<file path="src/rtl/miriscv_mem_arbiter.sv">
// rtl/miriscv_mem_arbiter.sv - fetch/load-store arbiter onto a single-outstanding memory port.
// Optional: define MIRISCV_ARB_ROUND_ROBIN_EN for alternating priority instead of fixed data priority.

package miriscv_pkg;
  parameter int XLEN = 32;
endpackage

module miriscv_mem_arbiter #(
  parameter int XLEN = miriscv_pkg::XLEN
) (
  input  logic            clk_i,
  input  logic            arstn_i,

  input  logic            instr_req_i,
  input  logic [XLEN-1:0] instr_addr_i,
  output logic            instr_gnt_o,
  output logic            instr_rvalid_o,
  output logic [XLEN-1:0] instr_rdata_o,
  input  logic            instr_kill_i,

  input  logic            data_req_i,
  input  logic            data_we_i,
  input  logic [3:0]      data_be_i,
  input  logic [XLEN-1:0] data_addr_i,
  input  logic [XLEN-1:0] data_wdata_i,
  output logic            data_gnt_o,
  output logic            data_rvalid_o,
  output logic [XLEN-1:0] data_rdata_o,

  output logic            mem_req_o,
  output logic            mem_we_o,
  output logic [3:0]      mem_be_o,
  output logic [XLEN-1:0] mem_addr_o,
  output logic [XLEN-1:0] mem_wdata_o,
  input  logic            mem_gnt_i,
  input  logic            mem_rvalid_i,
  input  logic [XLEN-1:0] mem_rdata_i
);

  typedef enum logic [1:0] {
    IDLE   = 2'd0,
    WAIT_I = 2'd1,
    WAIT_D = 2'd2,
    DRAIN  = 2'd3
  } state_t;

  state_t r_state;
  state_t w_state_nxt;

  logic            r_we;
  logic [3:0]      r_be;
  logic [XLEN-1:0] r_addr;
  logic [XLEN-1:0] r_wdata;

  logic            w_idle;
  logic            w_instr_req;
  logic            w_prio_d;
  logic            w_sel_d;
  logic            w_req;
  logic            w_accept;
  logic            w_we;
  logic [3:0]      w_be;
  logic [XLEN-1:0] w_addr;
  logic [XLEN-1:0] w_wdata;

  // A killed fetch never reaches the memory, so it cannot be accepted without a grant.
  assign w_idle      = (r_state == IDLE);
  assign w_instr_req = instr_req_i & ~instr_kill_i;

`ifdef MIRISCV_ARB_ROUND_ROBIN_EN
  logic r_prio_d;

  always_ff @(posedge clk_i or negedge arstn_i) begin
    if (!arstn_i) begin
      r_prio_d <= 1'b1;
    end else if (w_accept) begin
      r_prio_d <= ~w_sel_d;
    end
  end

  assign w_prio_d = r_prio_d;
`else
  assign w_prio_d = 1'b1;
`endif

  assign w_sel_d  = data_req_i & (~w_instr_req | w_prio_d);
  assign w_req    = w_idle & (w_instr_req | data_req_i);
  assign w_accept = w_req & mem_gnt_i;

  always_comb begin
    w_we    = 1'b0;
    w_be    = 4'hf;
    w_addr  = instr_addr_i;
    w_wdata = '0;
    if (w_sel_d) begin
      w_we    = data_we_i;
      w_be    = data_be_i;
      w_addr  = data_addr_i;
      w_wdata = data_wdata_i;
    end
  end

  always_comb begin
    w_state_nxt = r_state;
    case (r_state)
      IDLE: begin
        if (w_accept) begin
          w_state_nxt = w_sel_d ? WAIT_D : WAIT_I;
        end
      end
      WAIT_I: begin
        if (mem_rvalid_i) begin
          w_state_nxt = IDLE;
        end else if (instr_kill_i) begin
          w_state_nxt = DRAIN;
        end
      end
      WAIT_D: begin
        if (mem_rvalid_i) begin
          w_state_nxt = IDLE;
        end
      end
      DRAIN: begin
        if (mem_rvalid_i) begin
          w_state_nxt = IDLE;
        end
      end
      default: w_state_nxt = IDLE;
    endcase
  end

  always_ff @(posedge clk_i or negedge arstn_i) begin
    if (!arstn_i) begin
      r_state <= IDLE;
    end else begin
      r_state <= w_state_nxt;
    end
  end

  // Issued request fields are held on the bus while the transaction is outstanding.
  always_ff @(posedge clk_i or negedge arstn_i) begin
    if (!arstn_i) begin
      r_we    <= 1'b0;
      r_be    <= 4'h0;
      r_addr  <= '0;
      r_wdata <= '0;
    end else if (w_accept) begin
      r_we    <= w_we;
      r_be    <= w_be;
      r_addr  <= w_addr;
      r_wdata <= w_wdata;
    end
  end

  assign mem_req_o   = arstn_i & w_req;
  assign mem_we_o    = arstn_i & (w_idle ? w_we : r_we);
  assign mem_be_o    = arstn_i ? (w_idle ? w_be    : r_be)    : 4'h0;
  assign mem_addr_o  = arstn_i ? (w_idle ? w_addr  : r_addr)  : '0;
  assign mem_wdata_o = arstn_i ? (w_idle ? w_wdata : r_wdata) : '0;

  assign instr_gnt_o = arstn_i & w_accept & ~w_sel_d;
  assign data_gnt_o  = arstn_i & w_accept &  w_sel_d;

  assign instr_rvalid_o = arstn_i & (r_state == WAIT_I) & mem_rvalid_i & ~instr_kill_i;
  assign data_rvalid_o  = arstn_i & (r_state == WAIT_D) & mem_rvalid_i;

  assign instr_rdata_o = mem_rdata_i;
  assign data_rdata_o  = mem_rdata_i;

endmodule

</file>
<file path="config.mk">
export PLATFORM = sky130hd
export DESIGN_NAME = miriscv_mem_arbiter
export DESIGN_NICKNAME = d
export VERILOG_FILES = /design/src/rtl/miriscv_mem_arbiter.sv
export SDC_FILE = /design/constraint.sdc
export NUM_CORES = 1
export LEC_CHECK = 0
export CAP_MARGIN = 15
export CORE_MARGIN = 5
export CORE_UTILIZATION = 42
export DETAILED_ROUTE_END_ITERATION = 16
export PLACE_DENSITY = 0.95
export SLEW_MARGIN = 15
export SYNTH_ARGS = -nofsm -noshare
export SYNTH_HDL_FRONTEND = slang
export SYNTH_SLANG_ARGS = --single-unit
</file>
<file path="constraint.sdc">
create_clock -name clk_i -period 4.6 [get_ports clk_i]
set_input_delay 0.46 -clock clk_i [delete_from_list [all_inputs] [get_ports clk_i]]
set_output_delay 0.46 -clock clk_i [all_outputs]
set_load 0.03 [all_outputs]
</file>
==> After elaboration in Yosys (flattened, before gate mapping) <==
Cells that the tools add are included.
{ "op_classes": {"bitwise": 16, "reduce_logical": 3, "eq_ne": 6, "mux": 17} }
{ "ops": {"columns": ["operator", "n"], "rows": [
  ["32-bit 2-to-1 mux", 6],
  ["1-bit bitwise AND", 13],
  ["4-bit 2-to-1 mux", 3],
  ["2-bit 2-to-1 mux", 5],
  ["2-bit case mux with 3 select lines", 1],
  ["2-bit equality test, second input constant", 2],
  ["2-bit by 1-bit != test with 1-bit output, second input constant", 2],
  ["3-bit != test, second input constant", 1],
  ["3-bit AND reduction", 1],
  ["2-bit by 1-bit equality test with 1-bit output, second input constant", 1],
  ["2-bit zero test", 1],
  ["1-bit 2-to-1 mux", 2],
  ["1-bit inverter", 2],
  ["2-bit OR reduction", 1],
  ["1-bit OR", 1]
]} }
{ "word_totals": {"reg_bits": 71, "inputBits": 140, "word_cells": 47} }

==> Logic depth before layout (Yosys ltp) <==
{ "depth": {"ltp_word": 7, "ltp_mapped": 5} }

==> Worst setup path before layout <==
No wires, ideal clock.
{ "synth_timing": {"path_kind": "input -> output", "from": "in arstn_i", "to": "out instr_rvalid_o", "n_path_buf": 2, "arrival_ns": 2.019, "stages": 4, "setup_slack_ns": 2.121, "cell_sequence": "clkbuf_1 > clkbuf_1 > nand2_1 > nor4b_1"} }
{ "synth_between": {"elab_chain_cells": 3} }
{ "synth_lines": {"columns": ["item", "line_no", "rtl"], "rows": [
  ["from (decl)", "12", "input logic arstn_i,"],
  ["1-bit bitwise AND (3 in series)", "164", "assign instr_rvalid_o = arstn_i & (r_state == WAIT_I) & mem_rvalid_i & ~instr_kill_i;"],
  ["to (decl)", "17", "output logic instr_rvalid_o,"]
]} }
No other way between the ends.

==> Worst setup path after layout <==
{ "layout_timing": {"from": "reg r_state[0]", "to": "out instr_gnt_o"} }
{ "layout_between": {"elab_chain_cells": 5} }
{ "layout_lines": {"columns": ["item", "line_no", "rtl"], "rows": [
  ["from (decl)", "47", "state_t r_state;"],
  ["from (signal assigned)", "136", "r_state <= w_state_nxt;"],
  ["2-bit zero test", "67", "assign w_idle = (r_state == IDLE);"],
  ["1-bit bitwise AND", "87", "assign w_req = w_idle & (w_instr_req | data_req_i);"],
  ["1-bit bitwise AND", "88", "assign w_accept = w_req & mem_gnt_i;"],
  ["1-bit bitwise AND (2 in series)", "161", "assign instr_gnt_o = arstn_i & w_accept & ~w_sel_d;"],
  ["to (decl)", "16", "output logic instr_gnt_o,"]
]} }
No other way between the ends.

==> metrics <==
synthesized cell area=about 0.0050 sq mm; Ys Warns=0; grt total ovfl=0; Max-Cap Viols=0; overall power=roughly 0.0026 W; post-route ant nets=0; Syn Nets=between 700 and 800; Post-synth EDFFs=0; Post-CTS Setup Bufs=0; Slew Viols, Final=0; largest net degree at the start of global routing=75; initial antenna violation count=1; PortBufs=between 150 and 200; leading cell type in the layout, fill and taps excluded=clkdlybuf4s50_1; Row Count=39; DRT Pass-1 Iters=5; synth unique cells=27; RSZ-0062 raised after global routing=false; WL final=12,600 um; RePlAce Congestion=approximately 0.77; setup ws final=around 1.4 ns; Power Density=between 300 and 400 mW/mm^2; maximum vdd drop=about 200 uV; CTS buffer count=9; CTS Root Cell=clkbuf_16; CTS tree=built; Period minus WS final=3.18 ns; crit path DAT=between 2 and 3 ns; Post-CTS Hold Fix Bufs=0; HP Class=input pin to async pin; Clk pin slew, worst setup/hold paths=about 0.05 ns; DRC=0; Final #Nets=805; FFs w/ async S/R, synth=1.00; Yosys reg bits=71; area of the multi-input gates=about 0.0022 sq mm; fraction of layout cells with a size suffix above 1=0.0345; vias after detailed routing=around 4,200; critical path class=flip-flop to output pin; Clock Skew=between 0.008 and 0.009 ns; CP startpoint=r_state[0]$_DFFE_PN0P_; global-route wire length before repair=around 20,000 um; vias in the first global route=between 4,000 and 5,000; Post-Synth Adder-Cell Area=0; Layout area overhead=32.0%; Initial Util=0.431; maximum clock path buffer count=2; Syn Inst Count=581; Ports=278; Die W=approximately 120 um; Ant. Diodes=0; Post-Synth XOR/XNOR Area=0; gr usage total=0.176; H-tree Lvls=3; Die ar.=between 0.01 and 0.015 sq mm; largest family of logic cells by synthesized area=buffers and inverters; worst-margin pin slew=about 1.0 ns; CTS sink cnt=71; Critical Path Start Type=flip-flop; LEAKAGE=~3 nW; Avg Synthesized Cell Area=between 8 and 9 sq um; slew margin rel.=0.317; DR iter-0 viols=approximately 210; Post-CTS Resized=0; RR Startpoint=r_state[0]$_DFFE_PN0P_; Util after Layout=0.569; Worst Setup End Kind=output pin; Fin. Hold Viols=0; mux contribution to synthesized area=0.138; Post-Synth Simple-Gate Area=0.150; Worst Path Required=approximately 4.1 ns; Setup Viol. Count Final=0; most frequent cells in the layout=clkdlybuf4s50_1, nand2_1, dfrtp_1; Die Ht=~120 um; post-DP HPWL=between 8000 and 9000 um; Compound-Gate Fraction of Synth Area=0.160; fill cell count=approximately 1,000; status=completed; Post-synth top flop=dfrtp_1; Max FO, Critical Path=65; fin crit share=0.692; dpl ws=roughly 1.4 ns; FF+latch area=0.00178 sq mm; FMAX=between 0.3 and 0.4 GHz; sequential share of the synthesized area=0.358; Core ar.=0.0115 sq mm; Worst-Skew Late Latency=~0.32 ns; Routed wire per std cell=around 16 um; final setup TNS=0 ns; vias per cell=roughly 5.2
-- per-layer routing --
metal,vias to the layer above,GRT usage,routed length [um]
met5,-,0,13
met4,2,0.0702,275
met3,26,0.0764,1320
met2,199,0.281,5720
met1,1945,0.210,5260
li1,2058,-,-
-- registers in the layout, indices dropped and copies added, names as in the netlist --
signal / cells
r_addr: 32
r_be: 4
r_wdata: 32
r_we: 1
r_state: 2
-- cells by family (layout without fill, tap and decap cells) --
logic type | count (synthesis) | in the layout
buffers and inverters | 180 | 266
AND/OR/NAND/NOR | 156 | 156
AO/OA/AOI/OAI | 106 | 106
flip-flops | 71 | 71
multiplexers | 68 | 68
-- critical path, cell delays in order (launching register included) --
cell,delay (ns)
dfrtp_1,0.45
nor2_4,0.17
buf_4,0.51
nand2_1,0.21
nor4bb_1,0.33
clkdlybuf4s50_1,0.72
-- report_power, final --
part | total [W] | internal (W) | switching, W
sequential | 0.000935 | 0.000822 | 0.000113
combinational | 0.00107 | 0.000462 | 0.000608
clock | 0.000601 | 0.000368 | 0.000233
-- final cells by class --
class	instances	area share
inverter	66	0.0378
multi-input combinational	330	0.341
timing repair buffer	187	0.284
clock inverter	2	0.00153
tap	143	0.0273
sequential	71	0.271
clock buffer	11	0.0370
-- Yosys cell counts, types with 4 or more instances --
cell type,number,area share
a21boi_0,36,0.054
buf_2,22,0.022
buf_4,67,0.10
clkbuf_1,24,0.018
dfrtp_1,71,0.36
inv_1,66,0.050
mux2_1,4,0.0091
mux2i_1,64,0.13
nand2_1,76,0.057
nand2b_1,4,0.0050
nand3_1,33,0.033
nand4_1,33,0.042
nor2_1,4,0.0030
o211a_1,33,0.067
o21ai_0,15,0.015
o21ai_1,18,0.018
-- through the flow --
| stage | cells | area [sq um] | hold slack (ns) |
|---|---|---|---|
| 4_1_cts | 810 | 6550 | 0.123 |
| 3_5_place_dp | 797 | 6300 | 0.473 |
| 2_1_floorplan | 581 | 4960 | 0.164 |
| 5_1_grt | 810 | 6550 | 0.149 |
| 6_report | 810 | 6550 | 0.123 |
| 3_3_place_gp | 797 | 6300 | 0.466 |
-- path summary, 6_finish.rpt --
check,end,slack (ns),depth (start not counted)
hold / removal,r_addr[3]$_DFFE_PN0P_,0.12,1
setup reg to reg,r_be[2]$_DFFE_PN0P_,2.65,3
max in group asynchronous,r_wdata[6]$_DFFE_PN0P_,3.74,2
min in group clk_i,r_be[0]$_DFFE_PN0P_,0.48,1
hold reg to reg,r_be[0]$_DFFE_PN0P_,0.48,1
setup / recovery,instr_gnt_o,1.42,5
Note: power is estimated with default switching activity, not from simulation.
